## config.mk

```make
export PLATFORM = sky130hd
export DESIGN_NAME = mc_controller
export DESIGN_NICKNAME = d
export VERILOG_FILES = /design/src/rtl/mc_pkg.sv /design/src/rtl/mc_alu_decoder.sv /design/src/rtl/mc_controller.sv
export SDC_FILE = /design/constraint.sdc
export NUM_CORES = 1
export LEC_CHECK = 0
export CAP_MARGIN = 5
export CORE_MARGIN = 1
export CORE_UTILIZATION = 30
export CTS_CLUSTER_DIAMETER = 60
export DETAILED_ROUTE_END_ITERATION = 8
export GPL_TIMING_DRIVEN = 0
export SLEW_MARGIN = 5
export SYNTH_ARGS = -nofsm -noshare
export SYNTH_HDL_FRONTEND = slang
export SYNTH_SLANG_ARGS = --single-unit
```

## constraint.sdc

```tcl
create_clock -name clk -period 3.3 [get_ports clk]
set_clock_uncertainty 0.1 [all_clocks]
set_input_delay 0.66 -clock clk [delete_from_list [all_inputs] [get_ports clk]]
set_output_delay 0.66 -clock clk [all_outputs]
set_load 0.005 [all_outputs]
```

## src/rtl/mc_pkg.sv

```systemverilog
// Shared encodings for the multi-cycle MIPS-subset controller: FSM states,
// opcode/funct values, ALU codes, mux selects and trap causes.
package mc_pkg;

  typedef enum logic [3:0] {
    S_IDLE, S_FETCH, S_DECODE, S_EXEC, S_RWB, S_MEMADR, S_MEMRD,
    S_LWB, S_MEMWR, S_BRANCH, S_ADDIEX, S_ADDIWB, S_JUMP, S_TRAP
  } state_e;

  localparam logic [5:0] OP_RTYPE = 6'b000000;
  localparam logic [5:0] OP_LW    = 6'b100011;
  localparam logic [5:0] OP_SW    = 6'b101011;
  localparam logic [5:0] OP_BEQ   = 6'b000100;
  localparam logic [5:0] OP_ADDIU = 6'b001001;
  localparam logic [5:0] OP_J     = 6'b000010;

  localparam logic [5:0] FN_ADDU = 6'b100001;
  localparam logic [5:0] FN_SUBU = 6'b100011;
  localparam logic [5:0] FN_AND  = 6'b100100;
  localparam logic [5:0] FN_OR   = 6'b100101;
  localparam logic [5:0] FN_SLTU = 6'b101011;

  localparam logic [2:0] ALU_ADD   = 3'b010;
  localparam logic [2:0] ALU_SUB   = 3'b110;
  localparam logic [2:0] ALU_AND   = 3'b000;
  localparam logic [2:0] ALU_OR    = 3'b001;
  localparam logic [2:0] ALU_SLTU  = 3'b111;
  localparam logic [2:0] ALU_UNDEF = 3'b011;

  localparam logic [1:0] SRCB_RT      = 2'b00;
  localparam logic [1:0] SRCB_FOUR    = 2'b01;
  localparam logic [1:0] SRCB_IMM     = 2'b10;
  localparam logic [1:0] SRCB_IMM_SL2 = 2'b11;

  localparam logic [1:0] PC_ALU    = 2'b00;
  localparam logic [1:0] PC_ALUOUT = 2'b01;
  localparam logic [1:0] PC_JUMP   = 2'b10;

  localparam logic [1:0] CAUSE_NONE    = 2'b00;
  localparam logic [1:0] CAUSE_ILLEGAL = 2'b01;
  localparam logic [1:0] CAUSE_TIMEOUT = 2'b10;

endpackage

```

## src/rtl/mc_alu_decoder.sv

```systemverilog
// R-type funct decoder: maps funct to an ALU operation and flags
// unsupported encodings.
module mc_alu_decoder
  import mc_pkg::*;
(
  input  logic [5:0] funct,
  output logic [2:0] alucontrol,
  output logic       funct_illegal
);

  always_comb begin
    alucontrol    = ALU_UNDEF;
    funct_illegal = 1'b0;
    case (funct)
      FN_ADDU: alucontrol = ALU_ADD;
      FN_SUBU: alucontrol = ALU_SUB;
      FN_AND:  alucontrol = ALU_AND;
      FN_OR:   alucontrol = ALU_OR;
      FN_SLTU: alucontrol = ALU_SLTU;
      default: funct_illegal = 1'b1;
    endcase
  end

endmodule

```

## src/rtl/mc_controller.sv

```systemverilog
// Multi-cycle control FSM for the shared MIPS-subset datapath: sequences
// fetch/decode/execute/memory/writeback and traps on bad encodings or timeouts.
module mc_controller
  import mc_pkg::*;
#(
  parameter int TIMEOUT   = 255,
  parameter int TIMEOUT_W = 8
) (
  input  logic        clk,
  input  logic        reset_n,
  input  logic [31:0] instr,
  input  logic        zero,
  input  logic        mem_ready,
  output logic        mem_req,
  output logic        memwrite,
  output logic        iord,
  output logic        irwrite,
  output logic        pcwrite,
  output logic [1:0]  pcsrc,
  output logic        alusrca,
  output logic [1:0]  alusrcb,
  output logic [2:0]  alucontrol,
  output logic        regwrite,
  output logic [4:0]  destreg,
  output logic        memtoreg,
  output logic        instr_done,
  output logic        trap,
  output logic [1:0]  trap_cause
);

  state_e               state_q, state_d;
  logic [TIMEOUT_W-1:0] wait_cnt_q, wait_cnt_d;
  logic                 trap_q, trap_d;
  logic [1:0]           trap_cause_q, trap_cause_d;

  logic [5:0] op;
  logic [2:0] rtype_alu;
  logic       funct_illegal;
  logic       mem_wait_state;
  logic       mem_timeout;
  logic       unused_instr;

  assign op           = instr[31:26];
  assign unused_instr = ^{instr[25:21], instr[10:6]};

  mc_alu_decoder u_alu_dec (
    .funct         (instr[5:0]),
    .alucontrol    (rtype_alu),
    .funct_illegal (funct_illegal)
  );

  // Memory handshake: mem_req stays high until a cycle where mem_ready is
  // also high; that cycle completes the request. mem_ready is ignored otherwise.
  assign mem_wait_state = (state_q == S_FETCH) || (state_q == S_MEMRD) ||
                          (state_q == S_MEMWR);
  assign mem_timeout    = (wait_cnt_q == TIMEOUT_W'(TIMEOUT)) && !mem_ready;

  always_comb begin
    state_d      = state_q;
    trap_cause_d = trap_cause_q;
    mem_req      = 1'b0;
    memwrite     = 1'b0;
    iord         = 1'b0;
    irwrite      = 1'b0;
    pcwrite      = 1'b0;
    pcsrc        = PC_ALU;
    alusrca      = 1'b0;
    alusrcb      = SRCB_RT;
    alucontrol   = ALU_ADD;
    regwrite     = 1'b0;
    destreg      = 5'd0;
    memtoreg     = 1'b0;
    instr_done   = 1'b0;
    case (state_q)
      S_IDLE: state_d = S_FETCH;
      S_FETCH: begin
        mem_req = 1'b1;
        alusrcb = SRCB_FOUR;
        if (mem_ready) begin
          irwrite = 1'b1;
          pcwrite = 1'b1;
          state_d = S_DECODE;
        end else if (mem_timeout) begin
          state_d      = S_TRAP;
          trap_cause_d = CAUSE_TIMEOUT;
        end
      end
      S_DECODE: begin
        alusrcb = SRCB_IMM_SL2;
        case (op)
          OP_RTYPE:     state_d = S_EXEC;
          OP_LW, OP_SW: state_d = S_MEMADR;
          OP_BEQ:       state_d = S_BRANCH;
          OP_ADDIU:     state_d = S_ADDIEX;
          OP_J:         state_d = S_JUMP;
          default: begin
            state_d      = S_TRAP;
            trap_cause_d = CAUSE_ILLEGAL;
          end
        endcase
      end
      S_EXEC: begin
        alusrca    = 1'b1;
        alucontrol = rtype_alu;
        if (funct_illegal) begin
          state_d      = S_TRAP;
          trap_cause_d = CAUSE_ILLEGAL;
        end else begin
          state_d = S_RWB;
        end
      end
      S_RWB: begin
        regwrite   = 1'b1;
        destreg    = instr[15:11];
        instr_done = 1'b1;
        state_d    = S_FETCH;
      end
      S_MEMADR: begin
        alusrca = 1'b1;
        alusrcb = SRCB_IMM;
        state_d = op[3] ? S_MEMWR : S_MEMRD;
      end
      S_MEMRD: begin
        mem_req = 1'b1;
        iord    = 1'b1;
        if (mem_ready) begin
          state_d = S_LWB;
        end else if (mem_timeout) begin
          state_d      = S_TRAP;
          trap_cause_d = CAUSE_TIMEOUT;
        end
      end
      S_LWB: begin
        regwrite   = 1'b1;
        destreg    = instr[20:16];
        memtoreg   = 1'b1;
        instr_done = 1'b1;
        state_d    = S_FETCH;
      end
      S_MEMWR: begin
        mem_req  = 1'b1;
        memwrite = 1'b1;
        iord     = 1'b1;
        if (mem_ready) begin
          instr_done = 1'b1;
          state_d    = S_FETCH;
        end else if (mem_timeout) begin
          state_d      = S_TRAP;
          trap_cause_d = CAUSE_TIMEOUT;
        end
      end
      S_BRANCH: begin
        alusrca    = 1'b1;
        alucontrol = ALU_SUB;
        pcsrc      = PC_ALUOUT;
        pcwrite    = zero;
        instr_done = 1'b1;
        state_d    = S_FETCH;
      end
      S_ADDIEX: begin
        alusrca = 1'b1;
        alusrcb = SRCB_IMM;
        state_d = S_ADDIWB;
      end
      S_ADDIWB: begin
        regwrite   = 1'b1;
        destreg    = instr[20:16];
        instr_done = 1'b1;
        state_d    = S_FETCH;
      end
      S_JUMP: begin
        pcwrite    = 1'b1;
        pcsrc      = PC_JUMP;
        instr_done = 1'b1;
        state_d    = S_FETCH;
      end
      S_TRAP:  state_d = S_TRAP;
      default: state_d = S_IDLE;
    endcase
  end

  // Counter restarts on every state change so each request gets a full budget.
  always_comb begin
    wait_cnt_d = wait_cnt_q;
    if (state_d != state_q) begin
      wait_cnt_d = '0;
    end else if (mem_wait_state && !mem_ready) begin
      wait_cnt_d = wait_cnt_q + TIMEOUT_W'(1);
    end
    trap_d = trap_q | (state_d == S_TRAP);
  end

  always_ff @(posedge clk or negedge reset_n) begin
    if (!reset_n) begin
      state_q      <= S_IDLE;
      wait_cnt_q   <= '0;
      trap_q       <= 1'b0;
      trap_cause_q <= CAUSE_NONE;
    end else begin
      state_q      <= state_d;
      wait_cnt_q   <= wait_cnt_d;
      trap_q       <= trap_d;
      trap_cause_q <= trap_cause_d;
    end
  end

  assign trap       = trap_q;
  assign trap_cause = trap_cause_q;

endmodule

```

==> results_dict.tcl, run 1 <==
set metrics [dict create \
    synth-seq-area-share_pct 24.9 \
    pwr-share-clk_pct 9.7 \
    ff2ff_path_depth 7 \
    ys_ff_latch 15 \
    track_usage_pct 17.9 \
    multi_input_area_sq_um 1060 \
    synth_edf_count 0 \
    start_kind "flop" \
    drive_gt1_share_pct 9.39 \
    drt_iter0_markers 53 \
    gp_routability_congestion 0.937 \
    cts_setup_buffers 0 \
    clk_path_buf_depth 2 \
    ys_types 58 \
    yosys.area.top_type "dfrtp_1" \
    async_reset_ff_share_pct 100 \
    p_int_w 0.000782 \
    syn_area_sq_um 1510 \
    p_seq_share_pct 17.6 \
    drt-vias-per-instance 5.35 \
    vias 1668 \
    syn_area_per_cell_sq_um 7.73 \
    max_cap_viol_count 0 \
    report.final.slew_viol_count 0 \
    drc 0 \
    cp-endpoint "destreg[0]" \
    r2r-end "wait_cnt_q[1]" \
    hold_class "flop to flop" \
    cts.sink_count 15 \
    rsz0062_at_grt "no" \
    setup_violations 0 \
    fillerInstances 498 \
    wl_met2_um 2040 \
    detail_route.wirelength_um 4460 \
    yosys-top-cells-area "dfrtp_1, nor2_1, nor2b_1, a21oi_1, xor2_1" \
    synth_top_area_share_pct 24.9 \
    fin_nets 283 \
    grt_pass1_wl_um 7580 \
    cp.required_ns 2.54 \
    antenna-diode-count 0 \
    period_needed_ns 3.10 \
    ys.flop_type "dfrtp_1" \
    max_freq_mhz 323 \
    rr_startpoint "state_q[1]" \
    crit_type "flop to output port" \
    fin_tns_setup_ns 0 \
    hold_violations 0 \
    cp_slowest_stage_delay_ns 0.49 \
    crit_slowest_cell "clkdlybuf4s50_1" \
    die_area_sq_um 5310 \
    outcome "complete, no violations" \
    cp_max_fo 10 \
    ys_warn_count 0 \
    ios 60 \
    ant_nets 0 \
    row_count 25 \
    overflow 0 \
    areaGrowthSynthToFinish_pct 40.6 \
    clock_latency_ns 0.24 \
    initial_core_util_pct 31.5 \
    max-slew-margin-rel_pct 56.1 \
    synth_nets 232 \
    timing.hold.ws_ns 0.378 \
    peakVddDrop_uv 421 \
    core_sq_um 4790 \
    die_y_um 72.9 \
    worstMarginPinSlew_ns 0.656 \
    startpoint "state_q[2]" \
    regArea_sq_um 375 \
    period_share_pct 93.9 \
    cts_buffers 3 \
    p_per_area_nw_per_um2 676 \
    cts.clk_slew.worst_paths_ns 0.05 \
    dr_wl_met3_um 260 \
    wl_per_cell_um 14.3 \
    grt_pass1_vias 1603 \
    crit_chain "buf_2 > buf_2 > nand2b_1 > nor3_2 > a22o_1 > clkdlybuf4s50_1" \
    power_leakage_nw 0.794 \
    met1_length_um 2130 \
    antenna_found_initial 0 \
    dp_hpwl_um 3430 \
    syn_inst 195 \
    dr.pass1.iters 4 \
    end_kind "output port" \
    switching_share_pct 45.4 \
    p_comb_share_pct 72.6 \
    fp.dieW_um 72.9 \
    tritoncts "yes" \
    numPortBuffers 46 \
    rrSetupSlack_ns 0.88 \
    cp.arrival_ns 2.34 \
    cts-htree-levels 1 \
    routed.top_layer "met4" \
    worst_path_most_repeated_cell "buf_2" \
    grt_max_degree 16 \
    p_switching_w 0.000650 \
    cts_root_buffer "clkbuf_8" \
]
==> stage by stage <==
stage	instance area [sq um]	power [W]	setup WS [ns]	std cells	utilization, %
after global routing	2120	0.00155	0.00649	312	44.3
after detailed placement	2050	0.00127	0.0193	308	42.9
after CTS	2100	0.00142	0.00249	312	43.9
final	2120	0.00143	0.200	312	44.3
after floorplan	1510	0.000871	0.991	195	-
after global placement	2050	0.00127	0.0302	308	42.9
==> cell families after synthesis <==
family	count (synthesis)	synth area share [%]
DFF	15	24.9
muxes	2	1.41
buffers and inverters	21	5.73
and+or+nand+nor	88	33.6
adders and majority gates	1	0.830
AOI/OAI and AO/OA	59	28.3
xor gates and xnor gates	9	5.23
==> flip-flops by register name (all words and copies together), names as in the netlist <==
| register | cells |
|---|---|
| trap_cause | 2 |
| wait_cnt_q | 8 |
| state_q | 4 |
| trap | 1 |
==> Yosys cell counts (2+ instances only) <==
cell	number
nor2_1	17
nor2b_1	10
nand2b_1	5
nand3b_1	2
and2_1	3
buf_2	6
nand4_1	2
nor3b_1	2
o211ai_1	2
o21ai_0	8
a211oi_1	4
a31oi_1	3
clkbuf_1	5
inv_1	7
buf_1	3
nor3_1	8
or4b_4	2
o21ai_1	3
dfrtp_1	15
o22ai_1	3
o21a_1	4
and3_1	2
a21oi_1	11
nand3_1	9
a22o_1	5
xor2_1	6
xnor2_1	3
nand2_1	13
a211o_1	2
o2111ai_1	2
==> layer usage <==
metal  vias up  global-route usage [%]
met4         0                    2.40
met5         -                       0
met2        49                    30.0
met1       774                    24.4
li1        843                       -
met3         2                    3.59
==> worst max-delay path, delay by kind of cell (launching register included) <==
family                 cells  cell delay, ns
buffers and inverters      3            0.95
and+or+nand+nor            2            0.61
DFF                        1            0.33
AOI/OAI and AO/OA          1            0.21
==> worst min-delay path by stage <==
stage / from / end / slack (ns) / cells past startpoint
global placement: trap / trap / 0.36 / 1
floorplan: reset_n / state_q[0] / 0.26 / 0
finish: trap / trap / 0.38 / 1
global route: trap / trap / 0.40 / 1
detailed placement: trap / trap / 0.37 / 1
CTS: trap / trap / 0.39 / 1
==> power by group through the flow <==
stage / combinational, W / sequential [W] / clock [W]
2_1_floorplan: 0.000621 / 0.000250 / 0
3_3_place_gp: 0.00102 / 0.000255 / 0
3_5_place_dp: 0.00101 / 0.000257 / 0
4_1_cts: 0.00102 / 0.000253 / 0.000146
5_1_grt: 0.00114 / 0.000260 / 0.000153
6_report: 0.00104 / 0.000253 / 0.000140
==> area by class of cell <==
class,count,area share [%]
clock buffers,4,2.13
multi-input cells,159,50.2
well taps,67,3.96
repair buffers,46,21.7
inverters,7,1.24
flip-flops and latches,15,17.7
plain buffers,14,3.01
==> cell usage in the layout (no fill, tap or decap), drive strengths merged, types with 3 or more instances in the layout <==
cell / Yosys / final
xor2: 6 / 6
nand3: 10 / 10
o21ai: 11 / 11
nor3: 8 / 8
nand2b: 5 / 5
a21oi: 11 / 11
dfrtp: 15 / 15
a22o: 5 / 5
o21a: 4 / 4
buf: 9 / 9
inv: 7 / 7
or4b: 3 / 3
o22ai: 3 / 3
clkbuf: 5 / 9
nor2b: 10 / 10
and2: 3 / 3
nor2: 18 / 18
xnor2: 3 / 3
nand2: 13 / 13
clkdlybuf4s50: 0 / 46
a211oi: 4 / 4
a31oi: 4 / 4
==> timing repair <==
item	in CTS	in global routing
gates resized for setup	2	7
endpoints found under the setup margin	6	8
hold buffers	0	0
Note: power is estimated with default switching activity, not from simulation.
==> run 2, diff against run 1 <==
- SLEW_MARGIN: 5 -> 20
- clock period: 3.3 -> 3.2 ns (I/O delays scaled with it)
==> run 2 against run 1 <==
Wire length decreased by 0.49%. Largest cell class unchanged. Via count fell by 1.2%. Utilization shrank 0.052 points. Combinational power about the same. Total power up 2.8%. First-iteration DRC count is 60% higher. Clock-buffer cell count unchanged. Clock power is 3% higher. Design area is 0.12% lower. Setup slack worse by 0.064 ns. Global-route usage rose by 0.059 points. Hold slack worse by 0.00079 ns.
==> results_dict.tcl, run 2 (synthesis gave the netlist of run 1 again) <==
set metrics [dict create \
    outcome "complete, no violations" \
    clock_latency_ns 0.24 \
    cp_slowest_stage_delay_ns 0.49 \
    regArea_sq_um 375 \
    final_common_cell "clkdlybuf4s50_1" \
    setup_ws_ns 0.137 \
    row_count 25 \
    numPortBuffers 46 \
    fillerInstances 499 \
    largest-register "wait_cnt_q" \
    clk_path_buf_depth 2 \
    rsz0062_at_grt "yes" \
    cts_root_buffer "clkbuf_8" \
    dp_hpwl_um 3430 \
    track_usage_pct 18.0 \
    hold_violations 0 \
    cts_buffers 3 \
    crit_type "flop to output port" \
    worst_path_most_repeated_cell "buf_2" \
    ant_nets 0 \
    layoutNonFillerInstCount 311 \
    detail_route.wirelength_um 4440 \
    wl_per_cell_um 14.3 \
    fp.dieW_um 72.9 \
    setup_violations 0 \
    fin_util_pct 44.2 \
    grt_pass1_vias 1601 \
    vias 1648 \
    antenna_found_initial 0 \
    cts-htree-levels 1 \
    hold_class "flop to flop" \
    period_needed_ns 3.06 \
    drive_gt1_share_pct 9.02 \
    max_cap_viol_count 0 \
    core_sq_um 4790 \
    drt-vias-per-instance 5.30 \
    crit_family "buffers and inverters" \
    peakVddDrop_uv 435 \
    timing.hold.ws_ns 0.377 \
    multi_input_area_sq_um 1060 \
    cp.required_ns 2.46 \
    antenna-diode-count 0 \
    areaGrowthSynthToFinish_pct 40.4 \
    crit_slowest_cell "clkdlybuf4s50_1" \
    die_y_um 72.9 \
    dpl.cell_count 308 \
    die_area_sq_um 5310 \
    dr.pass1.iters 4 \
    report.final.slew_viol_count 0 \
    critPathBufInv 3 \
    cp_max_fo 10 \
    max-slew-margin-rel_pct 56.1 \
    drc 0 \
    power_leakage_nw 0.799 \
    hold_buffers 0 \
    cp.arrival_ns 2.32 \
    start_kind "flop" \
    drt_iter0_markers 85 \
    cts.clk_slew.worst_paths_ns 0.05 \
    grt_pass1_wl_um 7600 \
    largest_reg_flops 8 \
    mostFrequentLayoutCells "clkdlybuf4s50_1, nor2_1, dfrtp_1" \
    period_share_pct 95.7 \
    grt_max_degree 16 \
    fin_nets 282 \
    worstMarginPinSlew_ns 0.657 \
    gp_routability_congestion 0.937 \
    end_kind "output port" \
    initial_core_util_pct 31.5 \
    cts.sink_count 15 \
    overflow 0 \
    p_per_area_nw_per_um2 696 \
    max_freq_mhz 326 \
    place_ws_ns -0.0457 \
    ios 60 \
    tritoncts "yes" \
    crit_chain "buf_2 > buf_2 > nand2_1 > nor3_1 > and2_1 > clkdlybuf4s50_1" \
]
==> run 2: cell types whose count changed in the layout (fill, tap and decap cells not counted) <==
| cell | change |
|---|---|
| clkdlybuf4s50_1 | -1 |
| buf_2 | -1 |
| dlymetal6s2s_1 | +1 |
==> run 2: report_power, final <==
part           switching, W  leakage (nW)  total (W)  internal [W]
Sequential        0.0000313         0.196   0.000260      0.000229
Clock             0.0000561        0.0228   0.000144     0.0000878
Combinational      0.000580         0.580    0.00107      0.000489
==> run 2: cell type report <==
type                       instances  share of cell area (%)
buffer                            13                    2.78
clock buffer                       4                    2.13
inverter                           7                    1.24
multi-input combinational        159                    50.3
sequential                        15                    17.7
tap                               67                    3.96
timing repair buffer              46                    21.9
==> run 2: worst reg2reg max path, stage by stage (launching register included) <==
cell and delay [ns]:
dfrtp_1 0.34, buf_2 0.20, buf_2 0.25, nor2b_1 0.39, a221oi_1 0.19, a2111oi_2 0.29, nand3_2 0.25, a211oi_1 0.29
==> run 2: what timing repair did <==
item | CTS | global route
pin swaps | 0 | 0
resized for setup | 3 | 4
setup endpoints to repair | 8 | 9
setup buffers | 0 | 0
==> run 2: final timing paths <==
path,start,to,slack (ns),depth (start not counted)
hold reg to reg,trap,trap,0.38,1
hold / removal,trap,trap,0.38,1
setup reg to reg,state_q[1],wait_cnt_q[1],0.79,7
setup / recovery,state_q[1],alucontrol[0],0.14,6
max in group asynchronous,reset_n,trap_cause[1],1.87,1
min in group asynchronous,reset_n,state_q[3],0.71,1
==> run 2: through the flow <==
stage               area [sq um]  power [W]  TNS [ns]
CTS                         2100    0.00147         0
detailed placement          2050    0.00131    -0.204
global route                2120    0.00160   -0.0360
finish                      2120    0.00147         0
floorplan                   1510   0.000899         0
global placement            2050    0.00131    -0.129
==> run 2: layer usage <==
layer  GRT usage [%]  vias to the layer above  part of all wire, %
li1                -                      833                    -
met1            24.4                      751                   47
met2            30.2                       62                   45
met3            3.59                        2                  7.2
met4            2.40                        0                 0.61
met5               0                        -                    0
==> run 3, diff against run 2 <==
- MAX_ROUTING_LAYER: unset -> met4
- PLACE_DENSITY_LB_ADDON: unset -> 0.15
==> run 3 against run 2 <==
Wire length did not move. Clock power rose by 4%. Non-clock buffer count did not move. Setup slack got worse by 0.013 ns. Hold slack barely moved. Critical endpoint is now destreg[4].
==> results_dict.tcl, run 3 (synthesis gave the netlist of run 1 again) <==
set metrics [dict create \
    outcome "complete, no violations" \
    track_usage_pct 18.2 \
    drt-vias-per-instance 5.28 \
    end_kind "output port" \
    numPortBuffers 46 \
    crit_type "flop to output port" \
    fin_nets 282 \
    gp_routability_congestion 0.963 \
    row_count 25 \
    report.final.slew_viol_count 0 \
    mostFrequentLayoutCells "clkdlybuf4s50_1, nor2_1, dfrtp_1" \
    max-slew-margin-rel_pct 57.2 \
    cp_slowest_stage_delay_ns 0.49 \
    overflow 0 \
    ant_nets 0 \
    cts-htree-levels 1 \
    crit_chain "buf_2 > buf_2 > nand2_2 > a21oi_4 > a22o_1 > clkdlybuf4s50_1" \
    power_leakage_nw 0.793 \
    timing.hold.ws_ns 0.377 \
    pwr-share-clk_pct 10.1 \
    cp_max_fo 10 \
    total_power_w 0.00149 \
    die_area_sq_um 5310 \
    rrSetupSlack_ns 0.80 \
    peakVddDrop_uv 295 \
    dr.pass1.iters 4 \
    ios 60 \
    rsz0062_at_grt "yes" \
    grt_max_degree 16 \
    detail_route.wirelength_um 4440 \
    p_seq_share_pct 17.7 \
    cts_setup_buffers 0 \
    p_per_area_nw_per_um2 700 \
    grt_pass1_wl_um 7430 \
    final_common_cell "clkdlybuf4s50_1" \
    cts.clk_slew.worst_paths_ns 0.06 \
    wl_per_cell_um 14.3 \
    drive_gt1_share_pct 9.84 \
    setup_violations 0 \
    hold_buffers 0 \
    period_needed_ns 3.08 \
    cts_buffers 3 \
    hold_violations 0 \
    cp.required_ns 2.46 \
    clock_latency_ns 0.24 \
    p_comb_share_pct 72.2 \
    largest-register "wait_cnt_q" \
    worstMarginPinSlew_ns 0.640 \
    antenna-diode-count 0 \
    max_cap_viol_count 0 \
    p_switching_w 0.000677 \
    tritoncts "yes" \
    switching_share_pct 45.6 \
    drt_iter0_markers 136 \
    fp.dieW_um 72.9 \
    crit_slowest_cell "clkdlybuf4s50_1" \
    antenna_found_initial 0 \
    clk_path_buf_depth 2 \
    areaGrowthSynthToFinish_pct 40.7 \
    initial_core_util_pct 31.5 \
    hold_class "flop to flop" \
    worst_path_most_repeated_cell "buf_2" \
    cts_root_buffer "clkbuf_8" \
    largest_reg_flops 8 \
    start_kind "flop" \
    drc 0 \
    cts.sink_count 15 \
    core_sq_um 4790 \
    vias 1641 \
    die_y_um 72.9 \
    cp.arrival_ns 2.34 \
    p_int_w 0.000808 \
    period_share_pct 96.1 \
    max_freq_mhz 325 \
    grt_pass1_vias 1475 \
    dp_hpwl_um 3450 \
]
## run 3: cell types whose count changed in the layout (fill, tap and decap cells not counted), sizes merged
| cell | before | now |
|---|---|---|
| dlymetal6s2s | 1 | 0 |
| clkdlybuf4s50 | 45 | 46 |
## run 3: path summary, 6_finish.rpt
kind | start | to | cells past startpoint
max reg2reg | state_q[0] | wait_cnt_q[1] | 6
min | trap | trap | 1
max in group asynchronous | reset_n | wait_cnt_q[1] | 1
min in group asynchronous | reset_n | state_q[1] | 1
min reg2reg | trap | trap | 1
max | state_q[3] | destreg[4] | 6
## run 3: repair_timing
action,4_1_cts,5_1_grt
endpoints found under the setup margin,8,12
resized for setup,3,5
hold endpoints to repair,0,0
## run 3: area by class of cell
cell class	count	area, sq um
clock buffers	4	45.0
repair buffers	46	460
plain buffers	13	58.8
fillers	512	2660
flip-flops and latches	15	375
inverters	7	26.3
well taps	67	83.8
multi-input cells	159	1070
## run 3: power by group through the flow
| stage | sequential, W | clock [W] | combinational [W] |
|---|---|---|---|
| 3_5_place_dp | 0.000265 | 0 | 0.00104 |
| 3_3_place_gp | 0.000264 | 0 | 0.00105 |
| 4_1_cts | 0.000261 | 0.000155 | 0.00105 |
| 5_1_grt | 0.000269 | 0.000167 | 0.00118 |
| 6_report | 0.000263 | 0.000150 | 0.00107 |
| 2_1_floorplan | 0.000258 | 0 | 0.000641 |
## run 3: through the flow
| step | cell area, sq um | setup WS [ns] | util, % | TNS [ns] | std cells |
|---|---|---|---|---|---|
| 2_1_floorplan | 1510 | 0.911 | - | 0 | 195 |
| 3_3_place_gp | 2050 | -0.0510 | 42.9 | -0.245 | 308 |
| 3_5_place_dp | 2050 | -0.0464 | 42.9 | -0.206 | 308 |
| 4_1_cts | 2100 | 0.0424 | 43.9 | 0 | 311 |
| 5_1_grt | 2120 | -0.00990 | 44.3 | -0.0118 | 311 |
| 6_report | 2120 | 0.124 | 44.3 | 0 | 311 |
## run 3: per-layer routing
layer	up-vias	routed length [um]	global-route usage (%)
met5	-	0	-
met3	0	264	3.04
met4	0	0	1.96
met2	58	2070	28.2
met1	754	2100	25.7
li1	829	-	-
## run 3: worst max-delay path, delay by kind of cell (launching register included)
kind	cells	cell delay (ns)
buffers and inverters	3	1.04
flip-flops	1	0.47
AO/OA/AOI/OAI	2	0.40
AND/OR/NAND/NOR	1	0.18
